==> src/rtl/sram_arbiter.sv <==
// sram_arbiter: two-core round-robin arbiter in front of a synchronous
// pipelined SRAM (ADSC-started accesses).
//
// Ports
//   clock, reset_n          : system clock, async active-low reset
//   cN_req/we/addr/wdata/be : core N command (held until cN_gnt)
//   cN_gnt                  : 1-cycle pulse when core N's command hits the SRAM
//   cN_rvalid/cN_rdata      : read return, 3 cycles after cN_gnt
//   SRAM_*                  : SRAM control/address pins (all registered)
//   sram_dq_o/oe, sram_dq_i : split data bus, tristate resolved above
//   busy                    : FSM not IDLE
//
// Write = WR + IDLE (2 cycles), read = RD_ADDR/RD_WAIT/RD_DATA + IDLE
// (4 cycles). The mandatory IDLE after each access is the read-to-write
// bus turnaround, so dq_oe can never overlap OE_N low.
module sram_arbiter #(
  parameter int ADDR_W = 19,
  parameter int DATA_W = 32
) (
  input  logic                  clock,
  input  logic                  reset_n,
  input  logic                  c0_req,
  input  logic                  c0_we,
  input  logic [ADDR_W-1:0]     c0_addr,
  input  logic [DATA_W-1:0]     c0_wdata,
  input  logic [DATA_W/8-1:0]   c0_be,
  output logic                  c0_gnt,
  output logic                  c0_rvalid,
  output logic [DATA_W-1:0]     c0_rdata,
  input  logic                  c1_req,
  input  logic                  c1_we,
  input  logic [ADDR_W-1:0]     c1_addr,
  input  logic [DATA_W-1:0]     c1_wdata,
  input  logic [DATA_W/8-1:0]   c1_be,
  output logic                  c1_gnt,
  output logic                  c1_rvalid,
  output logic [DATA_W-1:0]     c1_rdata,
  output logic [ADDR_W-1:0]     SRAM_A,
  output logic                  SRAM_ADSC_N,
  output logic                  SRAM_ADSP_N,
  output logic                  SRAM_ADV_N,
  output logic                  SRAM_GW_N,
  output logic                  SRAM_CE1_N,
  output logic                  SRAM_CE2,
  output logic                  SRAM_CE3_N,
  output logic                  SRAM_OE_N,
  output logic                  SRAM_WE_N,
  output logic [DATA_W/8-1:0]   SRAM_BE_N,
  output logic [DATA_W-1:0]     sram_dq_o,
  output logic                  sram_dq_oe,
  input  logic [DATA_W-1:0]     sram_dq_i,
  output logic                  busy
);

  localparam int BE_W = DATA_W / 8;

  typedef enum logic [2:0] {IDLE, WR, RD_ADDR, RD_WAIT, RD_DATA} state_e;

  typedef struct packed {
    logic [ADDR_W-1:0] addr;
    logic              adsc_n;
    logic              ce1_n;
    logic              ce2;
    logic              ce3_n;
    logic              oe_n;
    logic              we_n;
    logic [BE_W-1:0]   be_n;
    logic [DATA_W-1:0] dq;
    logic              dq_oe;
  } sram_cmd_t;

  // Pin state whenever no command is being issued (also the reset state).
  localparam sram_cmd_t CMD_IDLE = '{
    addr: '0, adsc_n: 1'b1, ce1_n: 1'b1, ce2: 1'b0, ce3_n: 1'b1,
    oe_n: 1'b1, we_n: 1'b1, be_n: '1, dq: '0, dq_oe: 1'b0
  };

  // Per-core request fields gathered into packed arrays, indexed by core.
  logic [1:0]                  req, we;
  logic [1:0][ADDR_W-1:0]      addr;
  logic [1:0][DATA_W-1:0]      wdata;
  logic [1:0][BE_W-1:0]        be;

  assign req   = {c1_req,   c0_req};
  assign we    = {c1_we,    c0_we};
  assign addr  = {c1_addr,  c0_addr};
  assign wdata = {c1_wdata, c0_wdata};
  assign be    = {c1_be,    c0_be};

  state_e                 state_q;
  sram_cmd_t              cmd_q;
  logic                   last_q;   // core granted most recently
  logic                   own_q;    // core owning the access in flight
  logic                   busy_q;
  logic [1:0]             gnt_q, rvalid_q;
  logic [1:0][DATA_W-1:0] rdata_q;

  // Core 1 wins if alone, or on a tie when core 0 was granted last.
  logic win;
  assign win = req[1] & (~req[0] | ~last_q);

  always_ff @(posedge clock or negedge reset_n) begin
    if (!reset_n) begin
      state_q  <= IDLE;
      cmd_q    <= CMD_IDLE;
      last_q   <= 1'b1;
      own_q    <= 1'b0;
      busy_q   <= 1'b0;
      gnt_q    <= '0;
      rvalid_q <= '0;
      rdata_q  <= '0;
    end else begin
      gnt_q    <= '0;
      rvalid_q <= '0;
      cmd_q    <= CMD_IDLE;
      case (state_q)
        IDLE: begin
          if (|req) begin
            last_q       <= win;
            own_q        <= win;
            gnt_q[win]   <= 1'b1;
            busy_q       <= 1'b1;
            cmd_q.addr   <= addr[win];
            cmd_q.adsc_n <= 1'b0;
            cmd_q.ce1_n  <= 1'b0;
            cmd_q.ce2    <= 1'b1;
            cmd_q.ce3_n  <= 1'b0;
            if (we[win]) begin
              state_q     <= WR;
              cmd_q.we_n  <= 1'b0;
              cmd_q.be_n  <= ~be[win];
              cmd_q.dq    <= wdata[win];
              cmd_q.dq_oe <= 1'b1;
            end else begin
              state_q    <= RD_ADDR;
              cmd_q.be_n <= '0;
            end
          end
        end
        WR: begin
          state_q <= IDLE;
          busy_q  <= 1'b0;
        end
        RD_ADDR: begin
          state_q    <= RD_WAIT;
          cmd_q.oe_n <= 1'b0;
        end
        RD_WAIT: begin
          state_q    <= RD_DATA;
          cmd_q.oe_n <= 1'b0;
        end
        RD_DATA: begin
          // SRAM drives dq during this cycle; sample it at the closing edge.
          state_q         <= IDLE;
          busy_q          <= 1'b0;
          rvalid_q[own_q] <= 1'b1;
          rdata_q[own_q]  <= sram_dq_i;
        end
        default: begin
          state_q <= IDLE;
          busy_q  <= 1'b0;
        end
      endcase
    end
  end

  assign c0_gnt      = gnt_q[0];
  assign c1_gnt      = gnt_q[1];
  assign c0_rvalid   = rvalid_q[0];
  assign c1_rvalid   = rvalid_q[1];
  assign c0_rdata    = rdata_q[0];
  assign c1_rdata    = rdata_q[1];

  assign SRAM_A      = cmd_q.addr;
  assign SRAM_ADSC_N = cmd_q.adsc_n;
  assign SRAM_ADSP_N = 1'b1;
  assign SRAM_ADV_N  = 1'b1;
  assign SRAM_GW_N   = 1'b1;
  assign SRAM_CE1_N  = cmd_q.ce1_n;
  assign SRAM_CE2    = cmd_q.ce2;
  assign SRAM_CE3_N  = cmd_q.ce3_n;
  assign SRAM_OE_N   = cmd_q.oe_n;
  assign SRAM_WE_N   = cmd_q.we_n;
  assign SRAM_BE_N   = cmd_q.be_n;
  assign sram_dq_o   = cmd_q.dq;
  assign sram_dq_oe  = cmd_q.dq_oe;
  assign busy        = busy_q;

endmodule

==> config.mk <==
export PLATFORM = sky130hd
export DESIGN_NAME = sram_arbiter
export DESIGN_NICKNAME = d
export VERILOG_FILES = /design/src/rtl/sram_arbiter.sv
export SDC_FILE = /design/constraint.sdc
export NUM_CORES = 1
export LEC_CHECK = 0
export CAP_MARGIN = 20
export CORE_MARGIN = 5
export CORE_UTILIZATION = 40
export CTS_CLUSTER_SIZE = 24
export DETAILED_ROUTE_END_ITERATION = 7
export PLACE_DENSITY = 0.83
export SETUP_SLACK_MARGIN = 0.4
export SYNTH_ARGS = -nofsm -noshare
export SYNTH_HDL_FRONTEND = slang
export SYNTH_SLANG_ARGS = --single-unit
==> constraint.sdc <==
create_clock -name clock -period 1.7 [get_ports clock]
set_input_delay 0.255 -clock clock [delete_from_list [all_inputs] [get_ports clock]]
set_output_delay 0.255 -clock clock [all_outputs]
set_load 0.02 [all_outputs]
Word level (Yosys, flattened, before mapping)

Cells that the tools add are included.

Add/sub/neg operators: 0
$mul: 0
Divide/modulo/power cells: 0
Order comparisons: 4
Equal/unequal tests: 4
Shifts and indexed selects: 0
Multiplexer cells: 31
Bitwise gates (word level): 6
Reductions and logical operators: 7

Operator list:

| cell                                                       | number |
|---|---|
| two-way mux 32 bit                                         | 3 |
| two-way mux 38 bit                                         | 2 |
| bitwise mux 64 bit                                         | 1 |
| two-way mux 23 bit                                         | 2 |
| two-way mux 19 bit                                         | 2 |
| two-way mux 33 bit                                         | 1 |
| demux 32 bit (select 1 bit)                                | 1 |
| two-way mux 4 bit                                          | 3 |
| case mux 3 bit (3 select lines)                            | 1 |
| two-way mux 2 bit                                          | 4 |
| two-way mux 1 bit                                          | 7 |
| == test 3 x 2 -> 1 bit, second input constant              | 2 |
| less-than comparator 1 x 2 -> 1 bit, second input constant | 2 |
| inverter 4 bit                                             | 1 |
| AND reduction 2 bit                                        | 2 |
| OR reduction 2 bit                                         | 2 |
| == test 3 bit, second input constant                       | 1 |
| logical NOT 3 bit                                          | 1 |
| two-way mux 3 bit                                          | 1 |
| inverter 1 bit                                             | 3 |
| demux 1 bit (select 1 bit)                                 | 2 |
| greater-or-equal comparator 1 bit, second input constant   | 2 |
| logical AND 1 bit                                          | 2 |
| inequality test 2 bit, second input constant               | 1 |
| other kinds (3)                                            | 3 |

Bits in registers: 136
Latch bits: 0
Memory bits (writable): 0
Bits in read-only memories: 0
Bits of input ports: 148
Word-level logic and storage cells: 70
Memories kept: 0

Logic depth before layout (Yosys ltp)

Depth in word-level cells: 9
Depth in mapped cells: 6

Worst setup path before layout

No wires, ideal clock.

Kind: reg-to-reg
Start: register state_q[0]
End: register rdata_q, in the netlist c0_rdata[10]
Library setup time: 125 ps
Arrival time: 1431 ps
Path slack: 144 ps
Cell stages (with the launch flop): 5
Buffers on the path: 2
Clock period less this slack: 1556 ps
Path through: dfrtp_1 > buf_6 > nor4b_4 > buf_6 > mux2_4

Longest elaborated chain between the ends: 1

RTL lines:

| item                          | RTL line | source |
|---|---|---|
| start, declared               | 90       | `state_e state_q;` |
| start signal, assigned        | 104      | `state_q <= IDLE;` |
| start signal, assigned        | 129      | `state_q <= WR;` |
| start signal, assigned        | 135      | `state_q <= RD_ADDR;` |
| == test 3 bit                 | 116      | `case (state_q)` |
| end signal, assigned by index | 157      | `rdata_q[own_q] <= sram_dq_i;` |
| end, declared                 | 96       | `logic [1:0][DATA_W-1:0] rdata_q;` |

Every way passes these cells.
A chain may end at the register's enable or synchronous reset.

Worst setup path after layout

Start: register state_q[1]
End: register rdata_q, in the netlist c0_rdata[22]

The elaborated chain is that of the path after synthesis.

==> impl_metrics.toml <==
[detailed_routing]
vias_per_cell = 5.07
drtAntennaViolNets = 0
drc = 0
first_iter_violations = 223
vias = 4413
wl_per_cell_microns = 20.3
routed_wl_mm = 17.6
dr.pass1.iters = 7

[outcome]
outcome = "complete, no violations"

[clock_tree]
clkTransAtPathRegs_ns = 0.06
clk_path_buf_depth = 2
root_buffer = "clkbuf_16"
cts_made_buffers = 17
cts_max_level = 4
insertion_delay_ns = 0.41
cts_tree = "built"
clock-sinks = 134

[critical_path]
startpoint_type = "flip-flop"
reg2reg_depth = 5
worstPathMaxFanout = 8
end_kind = "flip-flop"
cp.arrival_ns = 1.88
critPathKind = "reg2reg"
worst_ep_required_time_ns = 1.99

[placement]
port_buffers = 278
gp_congestion = 0.816
hpwl_mm = 12.2

[cells_and_area]
nFillCells = 971
final_nets = 830
post-route-util = 0.665
area_growth_pct = 63.4
final-seq-area_sq_um = 3370
multi_input_area_sq_um = 1860
drive_gt1_frac = 0.400
diodes = 0

[worst_hold_path]
holdCritPathClass = "in2async"

[synthesis]
ys_types = 32
syn_inst = 389
yosys_warnings = 0
yosys.area.top_type = "dfrtp_1"
yosysTopAreaCellShare = 0.588
synth_common_cells = "dfrtp_1 (126), nand3_1 (65), mux2_4 (39), a21oi_1 (35), mux2_2 (24)"
yosysMostFrequentCell = "dfrtp_1"
ys.flop_type = "dfrtp_1"
ys_async_sr_fraction = 1.00
netlist_area_sq_um = 5370
syn_area_per_cell_sq_um = 13.8
synth-edff-count = 0
synthTopCellsByArea = "dfrtp_1 (59%), mux2_4 (11%), nand3_1 (6.1%)"
synth_seq_cells = 134
yosysSeqAreaShare = 0.627

[sta]
fin_skew_ns = 0.00647
max_freq_mhz = 631
period_needed_ns = 1.58
hold_viol = 0
fin_crit_sh = 0.932
final_max_slew_viol_count = 0
setup_violations = 0
rsz0062_at_grt = "yes"

[global_routing]
grt_max_degree = 49
grt_pass1_vias = 4706
antenna_found_initial = 0
grt_pass1_wl_mm = 27.0
globalRouteTotalUtil = 0.218
grt.overflow.total = 0

[die]
die_h_microns = 126
placementRows = 42
io_pins = 282
die_x_microns = 126
dieArea_sq_um = 15800
coreArea_sq_um = 13200
initial_core_util = 0.407

[power_and_ir_drop]
power_leakage_nw = 4.19
ir_worst_vdd_v = 0.000905
p_total_mw = 15.2
powerDensity_nw_per_um2 = 1740

[flow_run]
drv_cap = 0
## state kept, by name (all words and copies together) (netlist names), 2 cells and up
name	count
SRAM_A	19
rvalid_q	2
sram_dq_o	32
SRAM_BE_N	4
gnt_q	2
c1_rdata	32
state_q	3
c0_rdata	32
## path summary, 6_finish.rpt
check	start	slack [ns]	to
setup reg to reg	state_q[1]	0.12	c0_rdata[22]
max in group asynchronous	reset_n	0.74	SRAM_WE_N
min in group clock	c1_wdata[16]	0.42	sram_dq_o[16]
hold / removal	reset_n	0.34	c0_rdata[23]
hold reg to reg	busy	0.49	busy
setup / recovery	state_q[1]	0.12	c0_rdata[22]
## repair_timing
item / in CTS / in global routing
pin swaps: 2 / 3
setup endpoints to repair: 258 / 160
gates cloned: 4 / 2
endpoints found under the hold margin: 36 / 0
hold buffers: 1 / 0
buffers inserted: 7 / 1
resized for setup: 529 / 45
## kinds of logic (layout without fill, tap and decap cells)
kind of cell,after synthesis,count (layout),synth area share
flip-flops,134,134,0.627
AND/OR/NAND/NOR,82,82,0.0823
multiplexers,64,64,0.162
AO/OA/AOI/OAI,66,66,0.0821
other,1,3,0.000699
buffers and inverters,42,346,0.0464
## critical path: stages, from the launching register on
cell and delay (ns):
dfrtp_2 0.45, nor4b_4 0.27, buf_4 0.20, buf_6 0.12, buf_12 0.13, mux2_4 0.30
## layout by cell type (no fill, tap or decap), drive strengths merged, types with 4 or more instances in the layout
cell type and n:
o311ai 4, clkbuf 21, clkdlybuf4s50 146, a21oi 35, bufinv 5, mux2 64
nand3 65, a22o 19, clkinv 5, dfstp 8, nand3b 4, buf 160
dfrtp 126, inv 6
## final cells by class
cell class              instances  area share
repair buffers                309       0.303
inverters                       5     0.00214
flip-flops and latches        134       0.384
clock inverters                13      0.0231
clock buffers                  19      0.0505
multi-input cells             215       0.212
well taps                     176      0.0251
## per-stage QoR
stage	setup TNS, ns	hold slack, ns	std cells	setup WS (ns)	instance area [sq um]
2_1_floorplan	0	-0.0406	391	0.144	5400
3_3_place_gp	0	0.199	824	0.0533	8420
3_5_place_dp	-0.350	0.203	824	-0.0424	8420
4_1_cts	0	0.335	868	0.132	8770
5_1_grt	0	0.383	871	0.0384	8770
6_report	0	0.338	871	0.116	8770
## power by group
group          total, mW  internal, mW  switching [mW]
clock network       4.00          2.64            1.36
logic               6.11          2.85            3.26
registers           5.13          4.44           0.689
## metal layers
layer,vias to the layer above,part of all wire,global-route usage
met2,250,0.52,0.381
met1,2174,0.37,0.248
met5,-,0,0
met3,21,0.097,0.0847
met4,0,0.016,0.0644
li1,1968,-,-
(Power assumes the default switching activity.)
